## src/rtl/serial_pkg.sv

```systemverilog
// Shared definitions for the framed serial transmitter (and a future receiver).
package serial_pkg;

   typedef enum logic [2:0] {
      ST_IDLE,
      ST_START,
      ST_DATA,
      ST_PARITY,
      ST_STOP
   } tx_state_e;

   // Number of bit periods in one frame: start + data + optional parity + stop.
   function automatic int frame_len(input int data_w, input int parity_en, input int stop_bits);
      return 1 + data_w + parity_en + stop_bits;
   endfunction

endpackage

```

## src/rtl/bit_strobe_sync.sv

```systemverilog
// Brings the divided bit clock into the clk domain and turns each rising edge
// into a single-cycle strobe. Edges seen while disabled are dropped.
module bit_strobe_sync (
   input  logic clk,
   input  logic reset_n,
   input  logic bit_clk_i,
   input  logic enable_i,
   output logic bit_tick_o
);

   logic sync1_q;
   logic sync2_q;
   logic prev_q;

   // Two-flop synchroniser followed by a history flop for edge detection.
   always_ff @(posedge clk or negedge reset_n) begin
      if (!reset_n) begin
         sync1_q <= 1'b0;
         sync2_q <= 1'b0;
         prev_q  <= 1'b0;
      end else begin
         sync1_q <= bit_clk_i;
         sync2_q <= sync1_q;
         prev_q  <= sync2_q;
      end
   end

   // The history flop keeps tracking while disabled, so a rise during disable is lost.
   assign bit_tick_o = sync2_q & ~prev_q & enable_i;

endmodule

```

## src/rtl/serial_frame_tx.sv

```systemverilog
// Framed serial transmitter: start bit, DATA_W data bits LSB first, optional
// even parity, one or two stop bits. A one-entry holding register lets the next
// word be queued so frames follow each other with no idle bit in between.
module serial_frame_tx
   import serial_pkg::*;
#(
   parameter int DATA_W    = 8,
   parameter int STOP_BITS = 1,
   parameter int PARITY_EN = 0
) (
   input  logic              clk,
   input  logic              reset_n,
   input  logic              bit_clk,
   input  logic              enable,
   input  logic [DATA_W-1:0] tx_data,
   input  logic              tx_valid,
   output logic              tx_ready,
   output logic              tx_out,
   output logic              busy,
   output logic              frame_done
);

   localparam int CNT_W = (DATA_W > 1) ? $clog2(DATA_W) : 1;

   tx_state_e         state_q, state_d;
   logic [DATA_W-1:0] shift_q, shift_d;
   logic [DATA_W-1:0] hold_q, hold_d;
   logic              hold_full_q, hold_full_d;
   logic              parity_q, parity_d;
   logic [CNT_W-1:0]  bit_cnt_q, bit_cnt_d;
   logic              stop_cnt_q, stop_cnt_d;
   logic              tx_out_q, tx_out_d;
   logic              frame_done_q, frame_done_d;
   logic              load_frame;
   logic              bit_tick;

   bit_strobe_sync u_strobe (
      .clk        (clk),
      .reset_n    (reset_n),
      .bit_clk_i  (bit_clk),
      .enable_i   (enable),
      .bit_tick_o (bit_tick)
   );

   // Handshake capture and frame sequencing; the FSM only moves on bit_tick.
   always_comb begin
      state_d      = state_q;
      shift_d      = shift_q;
      hold_d       = hold_q;
      hold_full_d  = hold_full_q;
      parity_d     = parity_q;
      bit_cnt_d    = bit_cnt_q;
      stop_cnt_d   = stop_cnt_q;
      tx_out_d     = tx_out_q;
      frame_done_d = 1'b0;
      load_frame   = 1'b0;

      // No bypass: a word is only accepted into an empty holding register.
      if (tx_valid && !hold_full_q) begin
         hold_d      = tx_data;
         hold_full_d = 1'b1;
      end

      if (bit_tick) begin
         case (state_q)
            ST_IDLE: begin
               if (hold_full_q) begin
                  load_frame = 1'b1;
               end
            end
            ST_START: begin
               state_d  = ST_DATA;
               tx_out_d = shift_q[0];
            end
            ST_DATA: begin
               if (int'(bit_cnt_q) < DATA_W - 1) begin
                  shift_d   = shift_q >> 1;
                  bit_cnt_d = bit_cnt_q + 1'b1;
                  tx_out_d  = shift_d[0];
               end else if (PARITY_EN != 0) begin
                  state_d  = ST_PARITY;
                  tx_out_d = parity_q;
               end else begin
                  state_d    = ST_STOP;
                  tx_out_d   = 1'b1;
                  stop_cnt_d = 1'b0;
               end
            end
            ST_PARITY: begin
               state_d    = ST_STOP;
               tx_out_d   = 1'b1;
               stop_cnt_d = 1'b0;
            end
            ST_STOP: begin
               if (STOP_BITS == 2 && !stop_cnt_q) begin
                  stop_cnt_d = 1'b1;
               end else begin
                  frame_done_d = 1'b1;
                  if (hold_full_q) begin
                     load_frame = 1'b1;
                  end else begin
                     state_d  = ST_IDLE;
                     tx_out_d = 1'b1;
                  end
               end
            end
            default: begin
               state_d  = ST_IDLE;
               tx_out_d = 1'b1;
            end
         endcase
      end

      // Moving the held word into the shifter also fixes its parity bit.
      if (load_frame) begin
         state_d     = ST_START;
         tx_out_d    = 1'b0;
         shift_d     = hold_q;
         parity_d    = ^hold_q;
         hold_full_d = 1'b0;
         bit_cnt_d   = '0;
      end
   end

   // State register; reset aborts any frame and drops the held word.
   always_ff @(posedge clk or negedge reset_n) begin
      if (!reset_n) begin
         state_q      <= ST_IDLE;
         shift_q      <= '0;
         hold_q       <= '0;
         hold_full_q  <= 1'b0;
         parity_q     <= 1'b0;
         bit_cnt_q    <= '0;
         stop_cnt_q   <= 1'b0;
         tx_out_q     <= 1'b1;
         frame_done_q <= 1'b0;
      end else begin
         state_q      <= state_d;
         shift_q      <= shift_d;
         hold_q       <= hold_d;
         hold_full_q  <= hold_full_d;
         parity_q     <= parity_d;
         bit_cnt_q    <= bit_cnt_d;
         stop_cnt_q   <= stop_cnt_d;
         tx_out_q     <= tx_out_d;
         frame_done_q <= frame_done_d;
      end
   end

   assign tx_ready   = ~hold_full_q;
   assign tx_out     = tx_out_q;
   assign busy       = (state_q != ST_IDLE);
   assign frame_done = frame_done_q;

endmodule

```

## config.mk

```make
export PLATFORM = sky130hd
export DESIGN_NAME = serial_frame_tx
export DESIGN_NICKNAME = d
export VERILOG_FILES = /design/src/rtl/serial_pkg.sv /design/src/rtl/bit_strobe_sync.sv /design/src/rtl/serial_frame_tx.sv
export SDC_FILE = /design/constraint.sdc
export NUM_CORES = 1
export LEC_CHECK = 0
export CAP_MARGIN = 40
export CELL_PAD_IN_SITES_DETAIL_PLACEMENT = 2
export CELL_PAD_IN_SITES_GLOBAL_PLACEMENT = 2
export CORE_MARGIN = 5
export CORE_UTILIZATION = 37
export CTS_CLUSTER_DIAMETER = 100
export CTS_CLUSTER_SIZE = 25
export DETAILED_ROUTE_END_ITERATION = 8
export PLACE_DENSITY = 0.84
export RECOVER_POWER = 100
export SYNTH_ARGS = -nofsm -noshare
export SYNTH_HDL_FRONTEND = slang
export SYNTH_SLANG_ARGS = --single-unit
```

## constraint.sdc

```tcl
create_clock -name clk -period 2.2 [get_ports clk]
set_input_delay 0.44 -clock clk [delete_from_list [all_inputs] [get_ports clk]]
set_output_delay 0.44 -clock clk [all_outputs]
set_load 0.1 [all_outputs]
```

Yosys cells after proc, flatten, opt, wreduce, memory -nomap -nowiden. Cells that the tools add are included.

Flip-flop bits (word level): 28. Input bits: 13. Word-level logic and storage cells: 60.

Add/sub/neg operators: 1. Magnitude comparators: 1. Equal/unequal tests: 7. Multiplexer cells: 25. Bitwise logic cells: 4. Reductions and logical operators: 12.

Operator list (count): 8-bit two-way mux (4); 3-bit two-way mux (8); 3-bit one-hot mux with 5 select lines (1); 1-bit two-way mux (11); 2-bit nonzero test (4); 3-bit by 2-bit equality test with 1-bit output, second input constant (2); 3-bit inequality test, second input constant (2); 3-bit AND reduction (2); 1-bit one-hot mux with 4 select lines (1); 4-bit AND reduction (1); 3-bit by 1-bit adder with 3-bit output, second input constant (1); 3-bit by 1-bit equality test with 1-bit output, second input constant (1); 3-bit equality test, second input constant (1); 3-bit zero test (1); 3-bit less-than comparator, second input constant (1); 3-bit nonzero test (1); 1-bit AND (2); 2-bit inequality test, second input constant (1); 1-bit inverter (2); 2-bit OR reduction (1); 1-bit logical AND (1); 1-bit zero test (1).

Logic depth before layout (Yosys ltp). Gate-level depths: netlist of the first run.

Word-level depth: 6. Depth in mapped cells: 4. Gate-level depth less buffers: 3.

Hierarchy. From an unflattened synthesis of the first run, not the netlist that was laid out.

Cells, all modules: 104. Area, all modules: 1275.0 sq um.

Modules (own cells, without submodules): serial_frame_tx (instances 1, cells each 100, area each 1191.1 sq um, sequential area each 626.9 sq um); bit_strobe_sync (instances 1, cells each 4, area each 83.8 sq um, sequential area each 75.1 sq um).

Least setup slack after synthesis of the first run. No wires, ideal clock.

Kind: register -> output. Start: register state_q[0]. End: output port busy. Arrival time: 1125 ps. Data required time: 1760 ps. Path slack: 635 ps. Stages on the path, launching flop included: 3. Buffers on the path: 0. Cells stage by stage: dfrtp_1 nor2_1 nand2_1.

Longest elaborated chain between the ends: 1.

Ends and longest elaborated chain: start, declared (line serial_frame_tx.sv:25) `tx_state_e state_q, state_d;`; start signal, assigned (line serial_frame_tx.sv:138) `state_q <= state_d;`; 3-bit nonzero test (line serial_frame_tx.sv:152) `assign busy = (state_q != ST_IDLE);`; end, declared (line serial_frame_tx.sv:19) `output logic busy,`.

Every way passes these cells.

Worst setup path in the final report of the first run.
Start: register state_q[1]. End: output port busy.

The elaborated chain is that of the path after synthesis.

==> results of run 1 <==
through the flow:
stage               power [mW]  instances  hold WS, ns  setup slack, ns  util, %
floorplan                 1.47        117        0.144            0.635        -
global placement          1.74        179        0.338            0.240     45.4
detailed placement        1.82        179        0.373           0.0708     45.4
CTS                       2.10        183        0.433            0.296     46.4
global route              2.18        183        0.427            0.135     45.6
finish                    2.06        183        0.422            0.246     45.6
logic make-up (layout without fill, tap and decap cells):
group / count (synthesis) / in the layout / synth area share (%)
buf+inv: 15 / 35 / 5.26
flops: 28 / 28 / 55.7
fa+ha+maj: 1 / 1 / 0.992
mux: 6 / 6 / 5.16
compound gates: 33 / 33 / 17.5
simple gates: 34 / 34 / 15.5
flip-flops by register name, summed over array words and instances (netlist names):
register and flops:
u_strobe.sync2_q 1, tx_out 1, bit_cnt_q 3, shift_q 8, frame_done 1, hold_q 8, state_q 3, u_strobe.sync1_q 1
hold_full_q 1, u_strobe.prev_q 1
final cells by class:
cell class	instances	area share, %
clock buffer	4	2.40
inverter	7	1.74
multi-input combinational	74	32.6
sequential	28	46.5
tap	46	3.81
timing repair buffer	24	12.9
layer usage:
| layer | share of wire (%) | track usage [%] |
|---|---|---|
| met5 | 0 | 0 |
| met4 | 3.2 | 7.94 |
| met3 | 3.6 | 2.79 |
| met2 | 51 | 30.6 |
| met1 | 42 | 22.0 |
where the power goes:
part	switching, mW	total [mW]	internal [mW]
clock	0.164	0.266	0.102
combinational	0.610	0.919	0.309
sequential	0.153	0.877	0.724
cell usage in the layout (no fill, tap or decap), types with 2 or more instances in the layout:
cell type	n
sky130_fd_sc_hd__nor2_1	4
sky130_fd_sc_hd__nor3_1	3
sky130_fd_sc_hd__clkbuf_1	4
sky130_fd_sc_hd__buf_4	2
sky130_fd_sc_hd__a31oi_1	4
sky130_fd_sc_hd__dfrtp_1	27
sky130_fd_sc_hd__o221ai_1	4
sky130_fd_sc_hd__o31ai_1	5
sky130_fd_sc_hd__inv_1	7
sky130_fd_sc_hd__a21oi_1	3
sky130_fd_sc_hd__clkdlybuf4s50_1	8
sky130_fd_sc_hd__clkbuf_4	3
sky130_fd_sc_hd__nand4_1	9
sky130_fd_sc_hd__o21ai_0	11
sky130_fd_sc_hd__nand2_1	8
sky130_fd_sc_hd__mux2i_1	2
sky130_fd_sc_hd__dlygate4sd3_1	4
sky130_fd_sc_hd__clkbuf_2	5
sky130_fd_sc_hd__mux2_2	4
worst reg2reg max path, delay by kind of cell (launching register included):
family	cells	cell delay, ns
AO/OA/AOI/OAI	2	0.46
buffers and inverters	1	0.29
AND/OR/NAND/NOR	1	0.39
flip-flops	1	0.49
worst max path at each step:
| stage | from | end | slack (ns) | depth (start not counted) |
|---|---|---|---|---|
| final | state_q[1]$_DFFE_PN0P_ | busy | 0.25 | 4 |
| after global routing | state_q[1]$_DFFE_PN0P_ | busy | 0.13 | 4 |
| after CTS | state_q[1]$_DFFE_PN0P_ | busy | 0.30 | 4 |
| after detailed placement | enable | shift_q[5]$_DFFE_PN0P_ | 0.07 | 4 |
| after global placement | enable | shift_q[5]$_DFFE_PN0P_ | 0.24 | 4 |
| after floorplan | state_q[0]$_DFFE_PN0P_ | busy | 0.64 | 2 |
==> impl_metrics.yaml, run 1 <==
run_status:
  outcome: "finished clean"
pwr:
  p_leak_nw: 0.628
  power-per-cell-area_nw_per_um2: 1360
  power.ir.vdd_worst_uv: 474
yosys:
  count_of_warnings_emitted_by_yosys: 0
  synth-edff-count: 0
  top_cell_type_by_total_area_after_synthesis: "sky130_fd_sc_hd__dfrtp_1"
  ys_async_sr_fraction_pct: 100
  synth.cell_area_um2: 1260
  synth_fp_nets: 131
  top_cell_type_s_share_of_synthesized_area_pct: 53.6
  synth.top_cells.by_area: "sky130_fd_sc_hd__dfrtp_1 54%, sky130_fd_sc_hd__nand4_1 4.5%, sky130_fd_sc_hd__o21ai_0 4.4%"
  netlist_top_cells_count: "27 x sky130_fd_sc_hd__dfrtp_1, 11 x sky130_fd_sc_hd__o21ai_0, 9 x sky130_fd_sc_hd__nand4_1"
  syn-instance-count: 117
  yosysMostFrequentCell: "sky130_fd_sc_hd__dfrtp_1"
  avgSynthCellArea_um2: 10.8
  synth_sequential_area_ratio_pct: 55.7
  yosys.cell_types.count: 34
  ys_ff_latch: 28
  dominantRegCellSynth: "sky130_fd_sc_hd__dfrtp_1"
floorplanning:
  chipWidth_um: 68.4
  core_area_um2: 3310
  ioPinCount: 17
  die-height_um: 68.4
  placementRows: 21
  design.die.area_um2: 4680
  floorplan.initialDensity_pct: 38.1
finish:
  area_of_combinational_cells_with_multiple_inputs_um2: 493
  num_antenna_cells: 0
  register_area_um2: 702
  area_growth_pct: 19.7
  final_cell_area_um2: 1510
  fin_nets: 152
  fillerInstances: 374
  post_route_cells_drive_above_1_share_pct: 14.6
timing:
  setup-tns-final_ns: 0
  max_clock_freq_mhz: 512
  rsz_0062_raised_after_global_routing: "false"
  final_hold_violations: 0
  skew_ns: 0.0192
  timing.max_slew.rel_slack_pct: 53.0
  final_period_util_pct: 88.8
  worst_pin_slew_ns: 0.705
  drv_slew: 0
  setup_viol: 0
  crit_path_time_final_ns: 1.95
critical_path:
  max_stage_delay_ns: 0.40
  worstPathArrival_ns: 1.51
  worst-path-buf-inv: 2
  critical_path.slowest_cell: "sky130_fd_sc_hd__dfrtp_1"
  worst_r2r_path_cells: 4
  crit_type: "reg2out"
  required_ns: 1.76
  crit_fanout: 13
  critical-path-top-delay-family: "buffers and inverters"
  critical_path.cell_chain: "clkbuf_2 > nor2_1 > nand2_1 > buf_12"
  critical_path.reg2reg.startpoint: "state_q[0]$_DFFE_PN0P_"
  r2r-end: "shift_q[5]$_DFFE_PN0P_"
  startpoint_type: "flip-flop"
  ff2ff_setup_slack_ns: 0.45
  critPathCaptureType: "output pin"
cts:
  cts_sinks: 28
  clock_tree_from_tritoncts: "built"
  number_of_buffers_created_by_cts: 3
  clkTransAtPathRegs_ns: 0.17
  h_tree_depth: 1
  post_cts_resized: 0
  clk-insertion-delay-late_ns: 0.35
  cts_root_buffer: "sky130_fd_sc_hd__clkbuf_4"
  cts_max_path_buffers: 2
  hold_fix_buffer_count_after_cts: 0
  post-cts-setup-buffer-count: 0
placed_design:
  placement.io_buffers: 16
  placedInstanceArea_um2: 1500
  gp_congestion: 0.808
  dpl.hpwl_mm: 2.54
global_route:
  gr-total-overflow: 0
  largest_net_degree_at_the_start_of_global_routing: 29
  antenna_violations_before_repair: 0
  grt_first_pass_wirelength_mm: 6.11
  grt_pass1_vias: 1225
  grt.total_usage_pct: 17.9
detailed_routing:
  drtPass1Iterations: 4
  post_dr_wirelength_cell_um: 19.8
  detailroute.via_count: 1097
  post_drt_via_cell_ratio: 5.99
  detail_route.wirelength_mm: 3.63
  first_iter_violations: 20
  post-route-drc-count: 0
  drt.antenna.violating_nets: 0
worst_hold_path:
  min_to: "u_strobe.sync2_q$_DFF_PN0_"
  min-delay-start: "u_strobe.sync1_q$_DFF_PN0_"
  min_delay_path_depth: 0
  path_category_of_the_worst_min_delay_check: "reg2reg"
flow_run:
  max-cap-violations: 0
(Power assumes the default switching activity.)
==> inputs of run 2 (changes only) <==
--- a/config.mk
+++ b/config.mk
@@ -13,6 +13,7 @@
 export CTS_CLUSTER_DIAMETER = 100
 export CTS_CLUSTER_SIZE = 25
 export DETAILED_ROUTE_END_ITERATION = 8
+export HOLD_SLACK_MARGIN = 0.05
 export PLACE_DENSITY = 0.84
 export RECOVER_POWER = 100
 export SYNTH_ARGS = -nofsm -noshare
==> results of run 2 <==
Same layout as run 1: the final DEF is identical, and so are final timing and power.
